$ cat src/rtl/return_stack_param.sv
// return_stack_param: parametrised return-address stack for the call/return path.
// Calls push NPPC, returns pop the newest entry into Ret_Add. All state updates
// on the falling edge of Slow_Clock. Supports push+pop replace, flush, status
// flags, a per-operation and a sticky error flag, and an optional circular mode
// where a push on a full stack silently overwrites the oldest entry.
module return_stack_param #(
  parameter int ADDR_W    = 13,
  parameter int DEPTH     = 64,
  parameter int WRAP_MODE = 0,
  parameter int CNT_W     = $clog2(DEPTH + 1)
) (
  input  logic              Slow_Clock,
  input  logic              Reset,
  input  logic              Stack_Push,
  input  logic              Stack_Pop,
  input  logic              Stack_Flush,
  input  logic [ADDR_W-1:0] NPPC,
  output logic [ADDR_W-1:0] Ret_Add,
  output logic              Ret_Valid,
  output logic [ADDR_W-1:0] Top_Add,
  output logic [CNT_W-1:0]  Stack_Count,
  output logic              Stack_Full,
  output logic              Stack_Empty,
  output logic              Err_Out,
  output logic              Err_Sticky
);

  localparam int PTR_W = $clog2(DEPTH);
  localparam logic [PTR_W-1:0] PTR_ONE   = PTR_W'(1'b1);
  localparam logic [CNT_W-1:0] CNT_ONE   = CNT_W'(1'b1);
  localparam logic [CNT_W-1:0] CNT_DEPTH = CNT_W'(DEPTH);

  // Architectural state
  logic [ADDR_W-1:0] mem_r [DEPTH];
  logic [PTR_W-1:0]  sp_r;
  logic [CNT_W-1:0]  cnt_r;
  logic [ADDR_W-1:0] ret_add_r;
  logic              ret_valid_r;
  logic              err_r;
  logic              sticky_r;

  // Next-state and write-port signals
  logic [PTR_W-1:0]  sp_nxt_s;
  logic [CNT_W-1:0]  cnt_nxt_s;
  logic [ADDR_W-1:0] ret_add_nxt_s;
  logic              ret_valid_nxt_s;
  logic              err_nxt_s;
  logic              sticky_nxt_s;
  logic              wr_en_s;
  logic [PTR_W-1:0]  wr_addr_s;

  // Derived status; the top entry sits one below the next-free pointer (mod DEPTH)
  logic [PTR_W-1:0]  top_idx_s;
  logic              empty_s;
  logic              full_s;

  assign top_idx_s = sp_r - PTR_ONE;
  assign empty_s   = (cnt_r == {CNT_W{1'b0}});
  assign full_s    = (cnt_r == CNT_DEPTH);

  assign Ret_Add     = ret_add_r;
  assign Ret_Valid   = ret_valid_r;
  assign Stack_Count = cnt_r;
  assign Stack_Full  = full_s;
  assign Stack_Empty = empty_s;
  assign Err_Out     = err_r;
  assign Err_Sticky  = sticky_r;
  assign Top_Add     = empty_s ? {ADDR_W{1'b0}} : mem_r[top_idx_s];

  // Next-state decode: Reset beats flush, flush beats push/pop
  always_comb begin
    sp_nxt_s        = sp_r;
    cnt_nxt_s       = cnt_r;
    ret_add_nxt_s   = ret_add_r;
    ret_valid_nxt_s = 1'b0;
    err_nxt_s       = err_r;
    sticky_nxt_s    = sticky_r;
    wr_en_s         = 1'b0;
    wr_addr_s       = sp_r;
    if (Reset) begin
      sp_nxt_s      = {PTR_W{1'b0}};
      cnt_nxt_s     = {CNT_W{1'b0}};
      ret_add_nxt_s = {ADDR_W{1'b0}};
      err_nxt_s     = 1'b0;
      sticky_nxt_s  = 1'b0;
    end else if (Stack_Flush) begin
      sp_nxt_s     = {PTR_W{1'b0}};
      cnt_nxt_s    = {CNT_W{1'b0}};
      err_nxt_s    = 1'b0;
      sticky_nxt_s = 1'b0;
    end else if (Stack_Push && Stack_Pop) begin
      if (!empty_s) begin
        // Replace the top in place: return the old one, store NPPC over it
        ret_add_nxt_s   = mem_r[top_idx_s];
        ret_valid_nxt_s = 1'b1;
        wr_en_s         = 1'b1;
        wr_addr_s       = top_idx_s;
        err_nxt_s       = 1'b0;
      end else begin
        // Nothing to return, but the push half still lands
        wr_en_s      = 1'b1;
        sp_nxt_s     = sp_r + PTR_ONE;
        cnt_nxt_s    = cnt_r + CNT_ONE;
        err_nxt_s    = 1'b1;
        sticky_nxt_s = 1'b1;
      end
    end else if (Stack_Push) begin
      if (!full_s) begin
        wr_en_s   = 1'b1;
        sp_nxt_s  = sp_r + PTR_ONE;
        cnt_nxt_s = cnt_r + CNT_ONE;
        err_nxt_s = 1'b0;
      end else if (WRAP_MODE != 0) begin
        // When full, SP points at the oldest entry, so writing there overwrites it
        wr_en_s   = 1'b1;
        sp_nxt_s  = sp_r + PTR_ONE;
        err_nxt_s = 1'b0;
      end else begin
        err_nxt_s    = 1'b1;
        sticky_nxt_s = 1'b1;
      end
    end else if (Stack_Pop) begin
      if (!empty_s) begin
        ret_add_nxt_s   = mem_r[top_idx_s];
        ret_valid_nxt_s = 1'b1;
        sp_nxt_s        = top_idx_s;
        cnt_nxt_s       = cnt_r - CNT_ONE;
        err_nxt_s       = 1'b0;
      end else begin
        err_nxt_s    = 1'b1;
        sticky_nxt_s = 1'b1;
      end
    end else begin
      ret_valid_nxt_s = 1'b0;
    end
  end

  // Control and output registers, synchronous reset on the falling edge
  always_ff @(negedge Slow_Clock) begin
    sp_r        <= sp_nxt_s;
    cnt_r       <= cnt_nxt_s;
    ret_add_r   <= ret_add_nxt_s;
    ret_valid_r <= ret_valid_nxt_s;
    err_r       <= err_nxt_s;
    sticky_r    <= sticky_nxt_s;
  end

  // Storage write port; contents survive Reset and flush
  always_ff @(negedge Slow_Clock) begin
    if (wr_en_s) begin
      mem_r[wr_addr_s] <= NPPC;
    end else begin
      mem_r[wr_addr_s] <= mem_r[wr_addr_s];
    end
  end

endmodule

$ cat config.mk
export PLATFORM = sky130hd
export DESIGN_NAME = return_stack_param
export DESIGN_NICKNAME = d
export VERILOG_FILES = /design/src/rtl/return_stack_param.sv
export SDC_FILE = /design/constraint.sdc
export NUM_CORES = 1
export LEC_CHECK = 0
export CORE_MARGIN = 10
export CORE_UTILIZATION = 45
export DETAILED_ROUTE_END_ITERATION = 12
export PLACE_DENSITY = 0.61
export REMOVE_ABC_BUFFERS = 1
export SLEW_MARGIN = 20
export SYNTH_ARGS = -nofsm -noshare
export SYNTH_HDL_FRONTEND = slang
export SYNTH_SLANG_ARGS = --single-unit
$ cat constraint.sdc
create_clock -name Slow_Clock -period 4.3 [get_ports Slow_Clock]
set_clock_uncertainty 0.1 [all_clocks]
set_input_delay 0.86 -clock Slow_Clock [delete_from_list [all_inputs] [get_ports Slow_Clock]]
set_output_delay 0.86 -clock Slow_Clock [all_outputs]
set_load 0.05 [all_outputs]
### Word-level counts from Yosys, hierarchy flattened

Memories as Yosys holds them, arrays and structs flattened.
Index checks and enable logic that the tools add are counted.

| storage, ports and cells | value |
|---|---|
| flip-flop bits (word level) | 29 |
| bits in writable memories | 832 |
| bits of input ports | 18 |
| output and inout bits | 38 |
| word-level logic and storage cells | 73 |
| memories kept | 1 |

Memories:

| memory | words | width | rd ports | clocked after Yosys merged registers in | wr ports | line | source |
|---|---|---|---|---|---|---|---|
| mem_r | 64 | 13 | 1 | 0 | 1 | 34 | `logic [ADDR_W-1:0] mem_r [DEPTH];` |

| operators by class | value |
|---|---|
| add/sub/neg operators | 4 |
| eq/ne operators | 7 |
| muxes and demuxes | 43 |
| bitwise operators | 2 |
| reductions and logical operators | 10 |

Operator list:

| operator | number |
|---|---|
| $mux 13 | 6 |
| $mux 6 | 9 |
| $mux 7 | 6 |
| $mux 1 | 22 |
| $add 7x1->7 const B | 1 |
| $eq 7x7->1 const B | 1 |
| $logic_not 7->1 | 1 |
| $sub 7x1->7 const B | 1 |
| $add 6x1->6 const B | 1 |
| $ne 3x2->1 const B | 2 |
| $reduce_and 3->1 | 2 |
| $sub 6x1->6 const B | 1 |
| $reduce_and 2->1 | 2 |
| $reduce_and 4->1 | 1 |
| $ne 3x1->1 const B | 1 |
| $reduce_bool 3->1 | 1 |
| $ne 2x1->1 const B | 1 |
| $ne 2x2->1 const B | 1 |
| $reduce_bool 2->1 | 1 |
| $reduce_or 2->1 | 1 |
| $logic_and 1x1->1 | 1 |
| $ne 0x0->1 | 1 |
| $not 1->1 | 1 |
| $or 1x1->1 | 1 |

### Logic depth before layout (Yosys ltp)

Gate-level depths: netlist of the first run.

| logic depth | value |
|---|---|
| word-level depth | 9 |
| depth in mapped cells | 15 |
| mapped depth without buffers | 9 |

==> summary.md, run 1 <==
- total count of hold-check failures in the final report: 0
- Worst Setup Slack post-DPL: -1.805 ns
- post-route standard cell area excluding fillers: 48,780 sq um
- measured slew at the worst slew-check pin: 0.6862 ns
- worst min-delay path category: reg2reg
- overall overflow remaining after global route: 0
- CTS sink count: 861
- post-synthesis sequential element count: 861
- final worst setup slack: -2.160 ns
- number of standard-cell rows in the floorplan: 101
- number of optimization iterations in the first detailed-route pass: 5
- net total in the final layout: 3,112
- Initial Utilization: 45.27%
- Core Footprint: 75,700 sq um
- relative slew slack: 53.98%
- initial drt markers: 2,319
- overall power of the completed layout: 24.82 mW
- Reg clk slew, reported paths: 0.05 ns
- number of enable-type register cells in the synthesized netlist: 832
- cell seen most often among critical-path stages: sky130_fd_sc_hd__buf_4
- total CTS buffers: 92
- Via Count: 23,070
- antenna violations before repair: 3
- area of the mapped netlist: 34,270 sq um
- unrepaired setup endpoints after global routing: true
- delay of the slowest critical-path stage: 0.37 ns
- Max Slew Vio Count: 0
- count of distinct cell types in the synthesized netlist: 60
- Total Die Area: 87,590 sq um
- total negative slack: -300.19 ns
- per-instance average area after synthesis: 19.11 sq um
- required time at the endpoint of the critical path: 3.34 ns
- port bufs: 55
- cells along the critical path: inv_4, ha_4, buf_4, xnor2_2, nand3_1, o31a_1, buf_12, buf_4, buf_12, o311ai_2, o22ai_2, and2_1, buf_4
- failing checks: setup timing
- area share of the leading cell type in the synthesized netlist: 72.91%
- gp weighted congestion: 0.8467
- Clock H-tree levels: 3
- worst-path cell with the longest stage delay: sky130_fd_sc_hd__dfxtp_4
- share of async-settable or async-resettable flops after synthesis: 0%
- first-pass GRT wire length: 148.4 mm
- arrival time reported for the critical path endpoint: 5.50 ns
- Post-synth top flop: sky130_fd_sc_hd__edfxtp_1
- Total Routing Usage GR: 23.00%
- number of antenna repair diodes: 0
- Crit Path Class: reg2out
- buffer and inverter count on the worst path: 6
- cell type with the highest aggregate area in the netlist: sky130_fd_sc_hd__edfxtp_1
- vias in the first global route: 25,290
- path length in cells of the critical path: 13
- final hold slack: 0.4350 ns
- Hold Path Depth: 1
- Syn Inst Count: 1,793
- nature of the critical path endpoint: primary output
- power density over cell area: 508.8 nW/um^2
- Total Wirelength: 102.8 mm
- Post-DP Area: 39,090 sq um
- Die Y-Extent: 296.0 microns
- largest net degree at the start of global routing: 65
- worst vdd rail ir drop: 0.4180 mV
- Inst Count DP: 3,013
- share of layout cells above drive strength 1: 31.11%
- CP top delay family: buffers and inverters
- maximum fanout along the worst path: 12
- non-filler instance count after layout: 4,141
- Wirelength per Cell: 24.82 microns
- number of top-level design ports: 56
- fill cell instance count of the final layout: 5,147
- Vias per Instance: 5.570
- TritonCTS clock tree: built
- post-route DRC violation count: 0
- antenna violation net count after detailed routing: 0
- status: finished, violations left
- share of the core filled with cells in the final layout: 64.44%
- Final HPWL DP: 55.34 mm
- kind of start point of the critical path: flop
- max cap viols: 0
- number of cell instances on the worst register-to-register path: 18
- final setup violation count: 865
- register area share after synthesis: 74.60%
- maximum number of buffers from clock root to sink: 3
- Die X: 296.0 microns
- Area contributors post-synth: sky130_fd_sc_hd__edfxtp_1 73%, sky130_fd_sc_hd__mux4_2 12%, sky130_fd_sc_hd__dfxtp_1 1.7%, sky130_fd_sc_hd__mux2i_1 1.6%, sky130_fd_sc_hd__nand2_1 1.4%
- root cell of the clock tree: sky130_fd_sc_hd__clkbuf_16
- Clock Latency Late Sink: 0.73 ns
- Area growth syn-to-layout: 42.34%
- count of yosys warnings during synthesis: 0
- Pleak: 19.60 nW
## cell families after synthesis
family | Yosys count | synth area share [%]
multiplexers | 237 | 13.57
adder cells (fa/ha/maj) | 4 | 0.1461
AND/OR/NAND/NOR | 353 | 4.779
AO/OA/AOI/OAI | 195 | 4.666
XOR/XNOR | 18 | 0.4820
flip-flops | 861 | 74.60
buffers and inverters | 125 | 1.756
## final cells by class
type	count	area [sq um]	area share (%)
sequential	861	25570	52.43
clock inverter	932	3890	7.975
timing repair buffer	453	6040	12.38
inverter	14	67.56	0.1385
clock buffer	96	2402	4.925
tap	978	1224	2.509
multi-input combinational	807	9582	19.64
## power by group
group,internal (mW),switching (mW),total [mW]
logic,1.84,2.33,4.17
registers,9.29,0.0264,9.32
clock network,5.79,5.54,11.3
total,16.9,7.89,24.8
## layout by cell type (no fill, tap or decap), types with 6 or more instances in the layout
cell and count:
sky130_fd_sc_hd__o21ai_0 10, sky130_fd_sc_hd__nand3_1 30, sky130_fd_sc_hd__inv_4 8, sky130_fd_sc_hd__buf_4 171
sky130_fd_sc_hd__nor2_1 23, sky130_fd_sc_hd__mux2i_1 53, sky130_fd_sc_hd__a32o_1 21, sky130_fd_sc_hd__and2_4 23
sky130_fd_sc_hd__clkinvlp_2 23, sky130_fd_sc_hd__edfxtp_1 832, sky130_fd_sc_hd__buf_2 13, sky130_fd_sc_hd__buf_6 95
sky130_fd_sc_hd__buf_12 121, sky130_fd_sc_hd__nor2b_1 27, sky130_fd_sc_hd__dfxtp_1 25, sky130_fd_sc_hd__nand4_1 11
sky130_fd_sc_hd__inv_1 891, sky130_fd_sc_hd__a21oi_2 6, sky130_fd_sc_hd__a211oi_1 48, sky130_fd_sc_hd__bufinv_16 11
sky130_fd_sc_hd__a21oi_1 10, sky130_fd_sc_hd__a22o_1 13, sky130_fd_sc_hd__buf_16 19, sky130_fd_sc_hd__clkbuf_16 109
sky130_fd_sc_hd__a32o_2 6, sky130_fd_sc_hd__buf_8 19, sky130_fd_sc_hd__xnor2_1 10, sky130_fd_sc_hd__nor2_2 7
sky130_fd_sc_hd__nand3_4 9, sky130_fd_sc_hd__nand2_1 121, sky130_fd_sc_hd__o22ai_2 9, sky130_fd_sc_hd__and2_1 17
sky130_fd_sc_hd__nor2_4 56, sky130_fd_sc_hd__o311ai_4 21, sky130_fd_sc_hd__mux4_2 182
## routing by layer
metal / share of wire, % / global-route usage [%]
met5: 0 / 0
met4: 3.3 / 11.00
met3: 10 / 8.763
met2: 48 / 35.09
met1: 39 / 28.75
## what timing repair did
action | CTS | global route
pin swaps | 59 | 73
hold buffers | 0 | 0
hold endpoints to repair | 0 | 0
buffers inserted | 40 | 40
gates cloned | 29 | 10
endpoints found under the setup margin | 874 | 870
gates resized for setup | 328 | 173
## registers in the layout, summed over array words and instances, names as in the netlist
name,cells
mem_r,832
Err_Sticky,1
sp_r,6
Err_Out,1
Ret_Valid,1
Ret_Add,13
Stack_Count,7
## path summary, 6_finish.rpt
| check | startpoint | endpoint | slack (ns) |
|---|---|---|---|
| worst max-delay path | sp_r[0] | Top_Add[8] | -2.16 |
| worst min-delay path | Ret_Add[10] | Ret_Add[10] | 0.44 |
| worst max register to register | Stack_Count[1] | mem_r[15][9] | 1.01 |
| worst min register to register | Ret_Add[10] | Ret_Add[10] | 0.44 |
## synth_stat cells (all sizes together), types with 2 or more instances
| cell | number |
|---|---|
| edfxtp | 832 |
| mux4 | 182 |
| nand2 | 127 |
| nor2 | 86 |
| buf | 68 |
| mux2i | 55 |
| a211oi | 52 |
| clkbuf | 42 |
| nand3 | 41 |
| and2 | 40 |
| dfxtp | 29 |
| o311ai | 29 |
| a32o | 27 |
| nor2b | 27 |
| a21oi | 16 |
| inv | 15 |
| xnor2 | 15 |
| o22ai | 14 |
| a22o | 13 |
| nand4 | 11 |
| o21ai | 11 |
| nor3 | 8 |
| o31ai | 6 |
| a31oi | 4 |
| ha | 4 |
| a221oi | 3 |
| o31a | 3 |
| or3 | 3 |
| xor2 | 3 |
| a2bb2oi | 2 |
| a311oi | 2 |
| a31o | 2 |
| and3 | 2 |
| nor3b | 2 |
| o221ai | 2 |
| o32a | 2 |
| or2 | 2 |
(Power assumes the default switching activity.)
==> run 2, diff against run 1 <==
- CORE_UTILIZATION: 45 -> 50
- PLACE_DENSITY: 0.61 -> 0.66
==> run 2 against run 1 <==
Net effect: the run still ends with setup timing left; highest routed layer is now met5; via count grew 1.1%; clock-buffer cell count shrank 3; critical endpoint is now Top_Add[0]; sequential share of layout area grew 0.45 points; largest power group unchanged; largest cell class unchanged; sequential power is essentially flat; routed wire length grew 1.1%; non-clock buffer count shrank 18; worst setup slack lost 0.15 ns.
==> summary.md, run 2 (same netlist as run 1, synthesis figures left out) <==
- Wirelength per Cell: 25.88 microns
- post-route standard cell area excluding fillers: 48,420 sq um
- initial drt markers: 2,787
- Core Footprint: 67,510 sq um
- gp weighted congestion: 0.8872
- failing checks: setup timing
- number of standard-cell rows in the floorplan: 95
- Via Count: 23,330
- arrival time reported for the critical path endpoint: 5.65 ns
- highest-count cells in the layout ignoring fill and taps: 888 x sky130_fd_sc_hd__inv_1, 832 x sky130_fd_sc_hd__edfxtp_1, 182 x sky130_fd_sc_hd__mux4_2, 154 x sky130_fd_sc_hd__buf_4, 121 x sky130_fd_sc_hd__nand2_1
- Inst Count DP: 2,885
- worst vdd rail ir drop: 0.4666 mV
- non-filler instance count after layout: 4,014
- final worst setup slack: -2.306 ns
- TritonCTS clock tree: built
- power density over cell area: 514.9 nW/um^2
- Pleak: 19.55 nW
- Vias per Instance: 5.812
- Crit Path Class: reg2out
- number of top-level design ports: 56
- largest net degree at the start of global routing: 65
- port bufs: 55
- required time at the endpoint of the critical path: 3.34 ns
- antenna violation net count after detailed routing: 0
- register ranked first by flip-flop count: mem_r
- Initial Utilization: 50.76%
- nature of the critical path endpoint: primary output
- Reg clk slew, reported paths: 0.05 ns
- kind of start point of the critical path: flop
- max cap viols: 0
- Worst Setup Slack post-DPL: -1.883 ns
- unrepaired setup endpoints after global routing: true
- antenna violations before repair: 1
- post-route DRC violation count: 0
- share of layout cells above drive strength 1: 31.58%
- Total Die Area: 79,410 sq um
- final setup violation count: 855
- maximum fanout along the worst path: 17
- Die X: 281.8 microns
- number of flip-flops in the largest register: 832
- Clock H-tree levels: 3
- total CTS buffers: 91
- Area growth syn-to-layout: 41.31%
- measured slew at the worst slew-check pin: 0.7425 ns
- overall power of the completed layout: 24.93 mW
- most common cell after layout, fill and taps aside: sky130_fd_sc_hd__inv_1
- vias in the first global route: 25,080
- CTS sink count: 861
- worst min-delay path category: reg2reg
- number of optimization iterations in the first detailed-route pass: 5
- number of antenna repair diodes: 0
- relative slew slack: 50.50%
- final hold slack: 0.3927 ns
- overall overflow remaining after global route: 0
- maximum number of buffers from clock root to sink: 3
- total count of hold-check failures in the final report: 0
- total negative slack: -353.54 ns
- Post-DP Area: 38,630 sq um
- root cell of the clock tree: sky130_fd_sc_hd__clkbuf_16
- Clock Latency Late Sink: 0.75 ns
- status: finished, violations left
- Total Wirelength: 103.9 mm
- Total Routing Usage GR: 24.52%
- Die Y-Extent: 281.8 microns
- first-pass GRT wire length: 144.1 mm
- net total in the final layout: 3,093
- Final HPWL DP: 51.11 mm
- share of the core filled with cells in the final layout: 71.72%
- Max Slew Vio Count: 0
-- run 2: cell count changes in the layout (fill, tap and decap cells not counted), moves of 5 or more --
cell | previous run | this run
sky130_fd_sc_hd__a211oi_1 | 48 | 41
sky130_fd_sc_hd__a211oi_2 | 4 | 10
sky130_fd_sc_hd__a32o_1 | 21 | 16
sky130_fd_sc_hd__a32o_2 | 6 | 11
sky130_fd_sc_hd__buf_16 | 19 | 6
sky130_fd_sc_hd__buf_4 | 171 | 154
sky130_fd_sc_hd__dfxtp_1 | 25 | 4
sky130_fd_sc_hd__dfxtp_2 | 3 | 21
sky130_fd_sc_hd__nor2_4 | 56 | 61
-- run 2: repair_timing --
action | in CTS | in global routing
resized for setup | 289 | 282
cloned | 21 | 26
hold buffers | 0 | 0
buffers inserted | 32 | 45
pin swaps | 47 | 61
setup endpoints to repair | 874 | 872
-- run 2: path summary, 6_finish.rpt --
kind | startpoint | endpoint | slack [ns] | depth (start not counted)
worst min-delay path | Ret_Add[5] | Ret_Add[5] | 0.39 | 1
worst max register to register | sp_r[0] | mem_r[33][11] | 0.79 | 11
worst max-delay path | sp_r[0] | Top_Add[0] | -2.31 | 11
worst min register to register | Ret_Add[5] | Ret_Add[5] | 0.39 | 1
-- run 2: critical path, stage by stage, from the launching register on --
cell	delay, ns
sky130_fd_sc_hd__dfxtp_4	0.36
sky130_fd_sc_hd__inv_4	0.07
sky130_fd_sc_hd__ha_4	0.16
sky130_fd_sc_hd__xor2_4	0.28
sky130_fd_sc_hd__buf_12	0.16
sky130_fd_sc_hd__buf_12	0.16
sky130_fd_sc_hd__mux4_2	0.52
sky130_fd_sc_hd__and2_1	0.22
sky130_fd_sc_hd__o311ai_4	0.33
sky130_fd_sc_hd__o22ai_2	0.16
sky130_fd_sc_hd__and2_1	0.19
sky130_fd_sc_hd__buf_4	0.18
-- run 2: layout make-up --
class / instances / area, sq um
clock buffers: 93 / 2327
clock inverters: 931 / 3980
fillers: 4015 / 19090
inverters: 14 / 67.56
multi-input cells: 807 / 9583
flip-flops and latches: 861 / 25610
well taps: 873 / 1092
repair buffers: 435 / 5767
-- run 2: metal layers --
layer  share of wire, %  vias up  GRT usage (%)  wire, microns
met5              0.013        -              0             13
met4                2.9        2          12.75           3054
met3                 11      232          9.399          11630
met2                 49     1411          37.81          50950
met1                 37    11740          29.84          38250
li1                   -     9943              -              -
-- run 2: where the power goes --
group	total (mW)	switching [mW]	internal, mW
registers	9.32	0.0277	9.29
logic	4.05	2.29	1.76
clock network	11.6	5.65	5.91
total	24.9	7.97	17.0
